File: config.mk
export PLATFORM = sky130hd
export DESIGN_NAME = mem_bus_adapter
export DESIGN_NICKNAME = d
export VERILOG_FILES = /design/src/rtl/mem_bus_adapter.sv
export SDC_FILE = /design/constraint.sdc
export NUM_CORES = 1
export LEC_CHECK = 0
export CAP_MARGIN = 20
export CORE_ASPECT_RATIO = 0.5
export CORE_MARGIN = 2
export CORE_UTILIZATION = 25
export DETAILED_ROUTE_END_ITERATION = 6
export GPL_ROUTABILITY_DRIVEN = 0
export PLACE_DENSITY = 0.56
export SLEW_MARGIN = 20
export SYNTH_ARGS = -nofsm -noshare
export SYNTH_HDL_FRONTEND = slang
export SYNTH_SLANG_ARGS = --single-unit
File: constraint.sdc
create_clock -name clk -period 6.2 [get_ports clk]
set_input_delay 1.24 -clock clk [delete_from_list [all_inputs] [get_ports clk]]
set_output_delay 1.24 -clock clk [all_outputs]
set_load 0.03 [all_outputs]
File: src/rtl/mem_bus_adapter.sv
// Bridges controller mem_read/mem_write levels onto a valid/ready memory bus,
// stalling the controller until the single resulting transaction completes.
module mem_bus_adapter #(
  parameter int unsigned TIMEOUT = 255
) (
  input  logic        clk,
  input  logic        rst_n,
  input  logic        mem_read,
  input  logic        mem_write,
  input  logic [31:0] addr,
  input  logic [31:0] wdata,
  input  logic [2:0]  funct3,
  output logic        stall,
  output logic [31:0] rdata,
  output logic        misalign,
  output logic        bus_err,
  output logic        bus_req_valid,
  input  logic        bus_req_ready,
  output logic        bus_req_we,
  output logic [31:0] bus_req_addr,
  output logic [31:0] bus_req_wdata,
  output logic [3:0]  bus_req_be,
  input  logic        bus_resp_valid,
  input  logic [31:0] bus_resp_data
);

  localparam int unsigned CNT_W = 16;
  localparam logic [CNT_W-1:0] CNT_LAST = CNT_W'(TIMEOUT - 1);

  typedef enum logic [1:0] {IDLE, REQ, WAIT, DONE} state_t;

  state_t            state_q, state_d;
  logic [31:0]       addr_q;
  logic [31:0]       wdata_q;
  logic [2:0]        funct3_q;
  logic              we_q;
  logic              mis_q;
  logic              err_q;
  logic [CNT_W-1:0]  cnt_q;

  logic              req_c;
  logic              mis_in_c;
  logic              timeout_c;
  logic [1:0]        lane_c;
  logic [7:0]        byte_c;
  logic [15:0]       half_c;
  logic [31:0]       load_ext_c;
  logic [3:0]        be_c;
  logic [31:0]       wdata_rep_c;

  assign req_c     = mem_read | mem_write;
  assign timeout_c = (cnt_q == CNT_LAST);
  assign lane_c    = addr_q[1:0];

  // Size 11 is treated as a word access.
  always_comb begin
    mis_in_c = 1'b0;
    case (funct3[1:0])
      2'b00:   mis_in_c = 1'b0;
      2'b01:   mis_in_c = addr[0];
      default: mis_in_c = (addr[1:0] != 2'b00);
    endcase
  end

  // Next-state logic
  always_comb begin
    state_d = state_q;
    case (state_q)
      IDLE: if (req_c) state_d = mis_in_c ? DONE : REQ;
      REQ:  if (bus_req_ready) state_d = WAIT;
      WAIT: if (bus_resp_valid || timeout_c) state_d = DONE;
      DONE: state_d = IDLE;
      default: state_d = IDLE;
    endcase
  end

  always_ff @(posedge clk or negedge rst_n) begin
    if (!rst_n) state_q <= IDLE;
    else        state_q <= state_d;
  end

  // Load lane selection and extension from the latched access attributes
  always_comb begin
    byte_c     = bus_resp_data[{lane_c, 3'b000} +: 8];
    half_c     = lane_c[1] ? bus_resp_data[31:16] : bus_resp_data[15:0];
    load_ext_c = bus_resp_data;
    case (funct3_q[1:0])
      2'b00:   load_ext_c = funct3_q[2] ? {24'h0, byte_c} : {{24{byte_c[7]}}, byte_c};
      2'b01:   load_ext_c = funct3_q[2] ? {16'h0, half_c} : {{16{half_c[15]}}, half_c};
      default: load_ext_c = bus_resp_data;
    endcase
  end

  // Byte enables and lane-replicated store data
  always_comb begin
    be_c        = 4'b1111;
    wdata_rep_c = wdata_q;
    case (funct3_q[1:0])
      2'b00: begin
        be_c        = 4'b0001 << lane_c;
        wdata_rep_c = {4{wdata_q[7:0]}};
      end
      2'b01: begin
        be_c        = 4'b0011 << lane_c;
        wdata_rep_c = {2{wdata_q[15:0]}};
      end
      default: begin
        be_c        = 4'b1111;
        wdata_rep_c = wdata_q;
      end
    endcase
  end

  // Transaction latches, timeout counter, pending flags and load data
  always_ff @(posedge clk or negedge rst_n) begin
    if (!rst_n) begin
      addr_q   <= '0;
      wdata_q  <= '0;
      funct3_q <= '0;
      we_q     <= 1'b0;
      mis_q    <= 1'b0;
      err_q    <= 1'b0;
      cnt_q    <= '0;
      rdata    <= '0;
    end else begin
      case (state_q)
        IDLE: begin
          if (req_c) begin
            addr_q   <= addr;
            wdata_q  <= wdata;
            funct3_q <= funct3;
            we_q     <= mem_write;
            mis_q    <= mis_in_c;
            err_q    <= 1'b0;
            if (mis_in_c && !mem_write) rdata <= '0;
          end
        end
        REQ: begin
          if (bus_req_ready) cnt_q <= '0;
        end
        WAIT: begin
          cnt_q <= cnt_q + CNT_W'(1);
          if (bus_resp_valid) begin
            if (!we_q) rdata <= load_ext_c;
          end else if (timeout_c) begin
            err_q <= 1'b1;
            if (!we_q) rdata <= '0;
          end
        end
        DONE: begin
          mis_q <= 1'b0;
          err_q <= 1'b0;
        end
        default: ;
      endcase
    end
  end

  // Stall is combinational so the controller freezes in its request cycle.
  assign stall = rst_n & (((state_q == IDLE) & req_c) | (state_q == REQ) | (state_q == WAIT));

  assign misalign      = (state_q == DONE) & mis_q;
  assign bus_err       = (state_q == DONE) & err_q;
  assign bus_req_valid = (state_q == REQ);
  assign bus_req_we    = bus_req_valid & we_q;
  assign bus_req_addr  = bus_req_valid ? {addr_q[31:2], 2'b00} : 32'h0;
  assign bus_req_be    = bus_req_valid ? be_c : 4'h0;
  assign bus_req_wdata = bus_req_valid ? wdata_rep_c : 32'h0;

endmodule

## Yosys cells after proc, flatten, opt, wreduce, memory -nomap -nowiden

Cells that the tools add are included.
W data, S select, Z words.

| word-level totals | value |
|---|---|
| register bits | 120 |
| word-level logic and storage cells | 82 |

| cells by class | value |
|---|---|
| add/sub/neg operators | 1 |
| equality and inequality tests | 14 |
| shift-type cells | 3 |
| multiplexer cells | 30 |
| bitwise gates (word level) | 8 |
| reduce and logical (&&, ||, !) cells | 17 |

Operators with widths:

| cell | number |
|---|---|
| $mux W32 | 10 |
| $pmux W32 S2 | 3 |
| $mux W16 | 2 |
| $pmux W16 S2 | 1 |
| $shiftx A32 B6 Y8 | 1 |
| $add A16 B1 Y16 const B | 1 |
| $eq A16 B8 Y1 const B | 1 |
| $ne A2 B2 Y1 const B | 6 |
| $mux W2 | 4 |
| $pmux W2 S4 | 1 |
| $pmux W4 S2 | 1 |
| $reduce_bool A2 Y1 | 4 |
| $eq A2 B1 Y1 const B | 3 |
| $logic_not A2 Y1 | 3 |
| $reduce_and A2 Y1 | 3 |
| $and A1 B1 Y1 | 5 |
| $reduce_and A5 Y1 | 1 |
| $eq A2 B2 Y1 const B | 2 |
| $mux W1 | 4 |
| $mux W4 | 1 |
| $pmux W1 S2 | 2 |
| $reduce_and A4 Y1 | 1 |
| $shl A1 B2 Y4 const A | 1 |
| $shl A2 B2 Y4 const A | 1 |
| other kinds (9) | 11 |

## Longest topological paths before layout

| logic depth | value |
|---|---|
| depth after elaboration | 6 |
| mapped depth | 8 |
| gate-level depth less buffers | 6 |

## Worst setup path after synthesis

No wires, ideal clock.

| timing | value |
|---|---|
| kind | input to output |
| from | in mem_read |
| to | out stall |
| arrival time | 2.369 ns |
| data required time | 4.960 ns |
| setup slack | 2.591 ns |
| stages | 3 |
| path buffers | 1 |
| cells stage by stage | o21ai_1 -> clkbuf_1 -> a21boi_0 |

| between the ends | value |
|---|---|
| longest elaborated chain between the ends | 5 |

Ends and longest elaborated chain:

| what | line | RTL |
|---|---|---|
| from (decl) | 8 | `input logic mem_read,` |
| $or A1 B1 Y1 | 51 | `assign req_c = mem_read \| mem_write;` |
| $and A1 B1 Y1 | 160 | `assign stall = rst_n & (((state_q == IDLE) & req_c) \| (state_q == REQ) \| (state_q == WAIT));` |
| $or A1 B1 Y1 (2 in series) | 160 |  |
| $and A1 B1 Y1 | 160 |  |
| to (decl) | 13 | `output logic stall,` |

Every way passes these cells.

## Worst setup path in the final report

| timing | value |
|---|---|
| from | reg funct3_q[0] |
| to | out bus_req_wdata[14] |

| between the ends | value |
|---|---|
| longest elaborated chain between the ends | 3 |

Ends and longest elaborated chain:

| what | line | RTL |
|---|---|---|
| from (decl) | 35 | `logic [2:0] funct3_q;` |
| from (signal assigned) | 131 | `funct3_q <= funct3;` |
| $eq A2 B1 Y1 / $logic_not A2 Y1 (equally long branches) | 98 | `case (funct3_q[1:0])` |
| $pmux W32 S2 (*) | 98 |  |
| $mux W32 (*) | 168 | `assign bus_req_wdata = bus_req_valid ? wdata_rep_c : 32'h0;` |
| to (decl) | 21 | `output logic [31:0] bus_req_wdata,` |

Every way passes the cells marked *; elsewhere a longest branch is shown, timed or not.

==> flow_summary.ini <==
[setup_path]
crit_type = reg2out
required_ns = 4.96
start_kind = register
cp.arrival_ns = 2.86
crit_path_end_kind = output port
path_max_fanout = 31

[timing]
drv_slew = 0
worstMarginPinSlew_ns = 0.978
fmax_ghz = 0.244
skew_ns = 0.00633
finalCritPeriodShare = 0.662
relSlewSlack = 0.348
hold_viol = 0
rsz0062_at_grt = false
fin_crit_ns = 4.10
setup_tns_ns = 0
final-setup-viol-count = 0

[die]
initial_core_util = 0.252
ioPinCount = 210
die_h_um = 119
die-area_um2 = 27800
rows = 42
coreArea_um2 = 26200
dieWidth_um = 234

[clock_tree]
cts_htree_levels = 4
clock-sinks = 120
hold_buffers = 0
clockBufferDepth = 2
cts_tree = built
clk_latency_ns = 0.42
cts_resized = 0
clockRootBuffer = clkbuf_16
cts_setup_buffers = 0
clk_pin_slew_worst_paths_ns = 0.06
cts_buffers = 17

[yosys]
synth_cells = 613
syn-cell-area_um2 = 6610
synth_compound_area_frac = 0.131
synthSimpleGateAreaFrac = 0.170
ys.flop_type = dfrtp_1
ys_types = 52
syn_avg_cell_area_um2 = 10.8
synth_top_area_cell = dfrtp_1
synth_fa_ha_area_frac = 0.0151
synth_top_family_by_area = multiplexers
ys_ff_latch = 120
ys_seq_area_frac = 0.454
synth_mux_area_frac = 0.189
netlist.area_leader.share = 0.454
synth_edf_count = 0
synthArstFlopShare = 1.00
synthTopCellsByArea = dfrtp_1 (45%), mux2_2 (12%), and2_1 (4.6%), a22o_1 (3.3%), mux2i_1 (3.0%)
ys_warn_count = 0
yosys.area_share.xor_xnor = 0.00663

[drt]
wirelength_um = 21000
via_count = 5436
drt_iter0_markers = 370
viasPerCell = 4.66
firstDrtPassIters = 4
routedWlPerCell_um = 18.0
drc = 0
ant_nets = 0

[power]
ir_drop_mv = 0.285
p_leak_nw = 4.02
power_density_nw_per_um2 = 518

[layout]
nFillCells = 2570
final_core_util = 0.366
final_nets = 913
drive_gt1_frac = 0.155
area_delta_synth_final_pct = 45.4
final_common_cell = clkdlybuf4s50_1
final_cell_mix = clkdlybuf4s50_1 (206), dfrtp_1 (118), mux2_2 (71)

[global_routing]
grt-ovfl-total = 0
grt_pass1_wl_um = 33000
grt_pass1_vias = 5572
grt_max_degree = 73
grt_usage = 0.155
antenna_found_initial = 1

[placement]
port_buffers = 207
dp_hpwl_um = 15100

[hold_path]
hold_path.class = reg2reg

[job]
cap_violations = 0

[status]
status = finished clean
power by group:
part | switching [mW] | leakage, nW | internal, mW
logic | 1.39 | 2.21 | 1.17
registers | 0.290 | 1.51 | 1.10
clock network | 0.368 | 0.306 | 0.670
total | 2.05 | 4.02 | 2.93
worst max-delay path, cell delays in order, from the launching register on:
cell,delay (ns)
dfrtp_2,0.63
nor2_1,0.70
nand2_1,0.11
a21boi_0,0.24
clkdlybuf4s50_1,0.74
state kept, by name (all words and copies together), names as in the netlist:
register  flops
addr_q       32
cnt_q        16
err_q         1
funct3_q      3
mis_q         1
rdata        32
state_q       2
wdata_q      32
we_q          1
worst paths after layout:
check	start	to	cells past startpoint	slack [ns]
max reg2reg	state_q[0]	rdata[20]	5	3.28
min reg2reg	addr_q[24]	addr_q[24]	1	0.49
max in group asynchronous	rst_n	funct3_q[0]	2	3.88
max	funct3_q[0]	bus_req_wdata[14]	4	2.10
min in group asynchronous	rst_n	addr_q[30]	1	0.85
min	addr_q[24]	addr_q[24]	1	0.49
stage by stage:
step	hold WS (ns)	setup slack, ns	power, mW	std cells	area, um^2
2_1_floorplan	0.470	2.59	3.05	614	6610
3_3_place_gp	0.477	2.16	3.93	1133	8980
3_5_place_dp	0.486	2.15	3.96	1133	8980
4_1_cts	0.498	1.77	5.02	1165	9590
5_1_grt	0.507	1.89	5.29	1166	9610
6_report	0.495	2.10	4.98	1166	9610
final cells by class:
class | instances | area [um^2] | share of cell area
Antenna cell | 1 | 2.50 | 0.000260
Multi-Input combinational cell | 442 | 3420 | 0.356
Clock inverter | 9 | 120 | 0.0125
Tap cell | 352 | 440 | 0.0458
Clock buffer | 23 | 488 | 0.0508
Sequential cell | 120 | 3010 | 0.313
Timing Repair Buffer | 212 | 2110 | 0.219
Inverter | 7 | 26.3 | 0.00273
cells by family (layout without fill, tap and decap cells):
family,after synthesis,in the layout
AND/OR/NAND/NOR,204,204
flip-flops,120,120
AO/OA/AOI/OAI,118,118
multiplexers,105,105
buffers and inverters,52,251
adder cells (fa/ha/maj),8,8
XOR/XNOR,5,5
other,1,3
Yosys cell counts, drive strengths merged (4+ instances only):
master,n
a22o,25
nor3,4
buf,10
o21ai,23
or4,5
mux2i,20
nor2,25
a21o,17
inv,7
o21a,5
mux2,77
ha,8
and3b,7
dfrtp,120
mux4,8
nor4,4
nand3,14
and2,49
nand2b,6
nand2,50
o31ai,4
nor2b,24
a21oi,11
clkbuf,35
a2111oi,9
a21boi,9
o22ai,8
layer usage:
layer / up-vias / wire length [um] / global-route usage
met2: 101 / 10600 / 0.259
met4: 0 / 673 / 0.0712
met5: - / 0 / 0
li1: 2576 / - / -
met3: 41 / 619 / 0.0232
met1: 2718 / 9110 / 0.198
(Power assumes the default switching activity.)
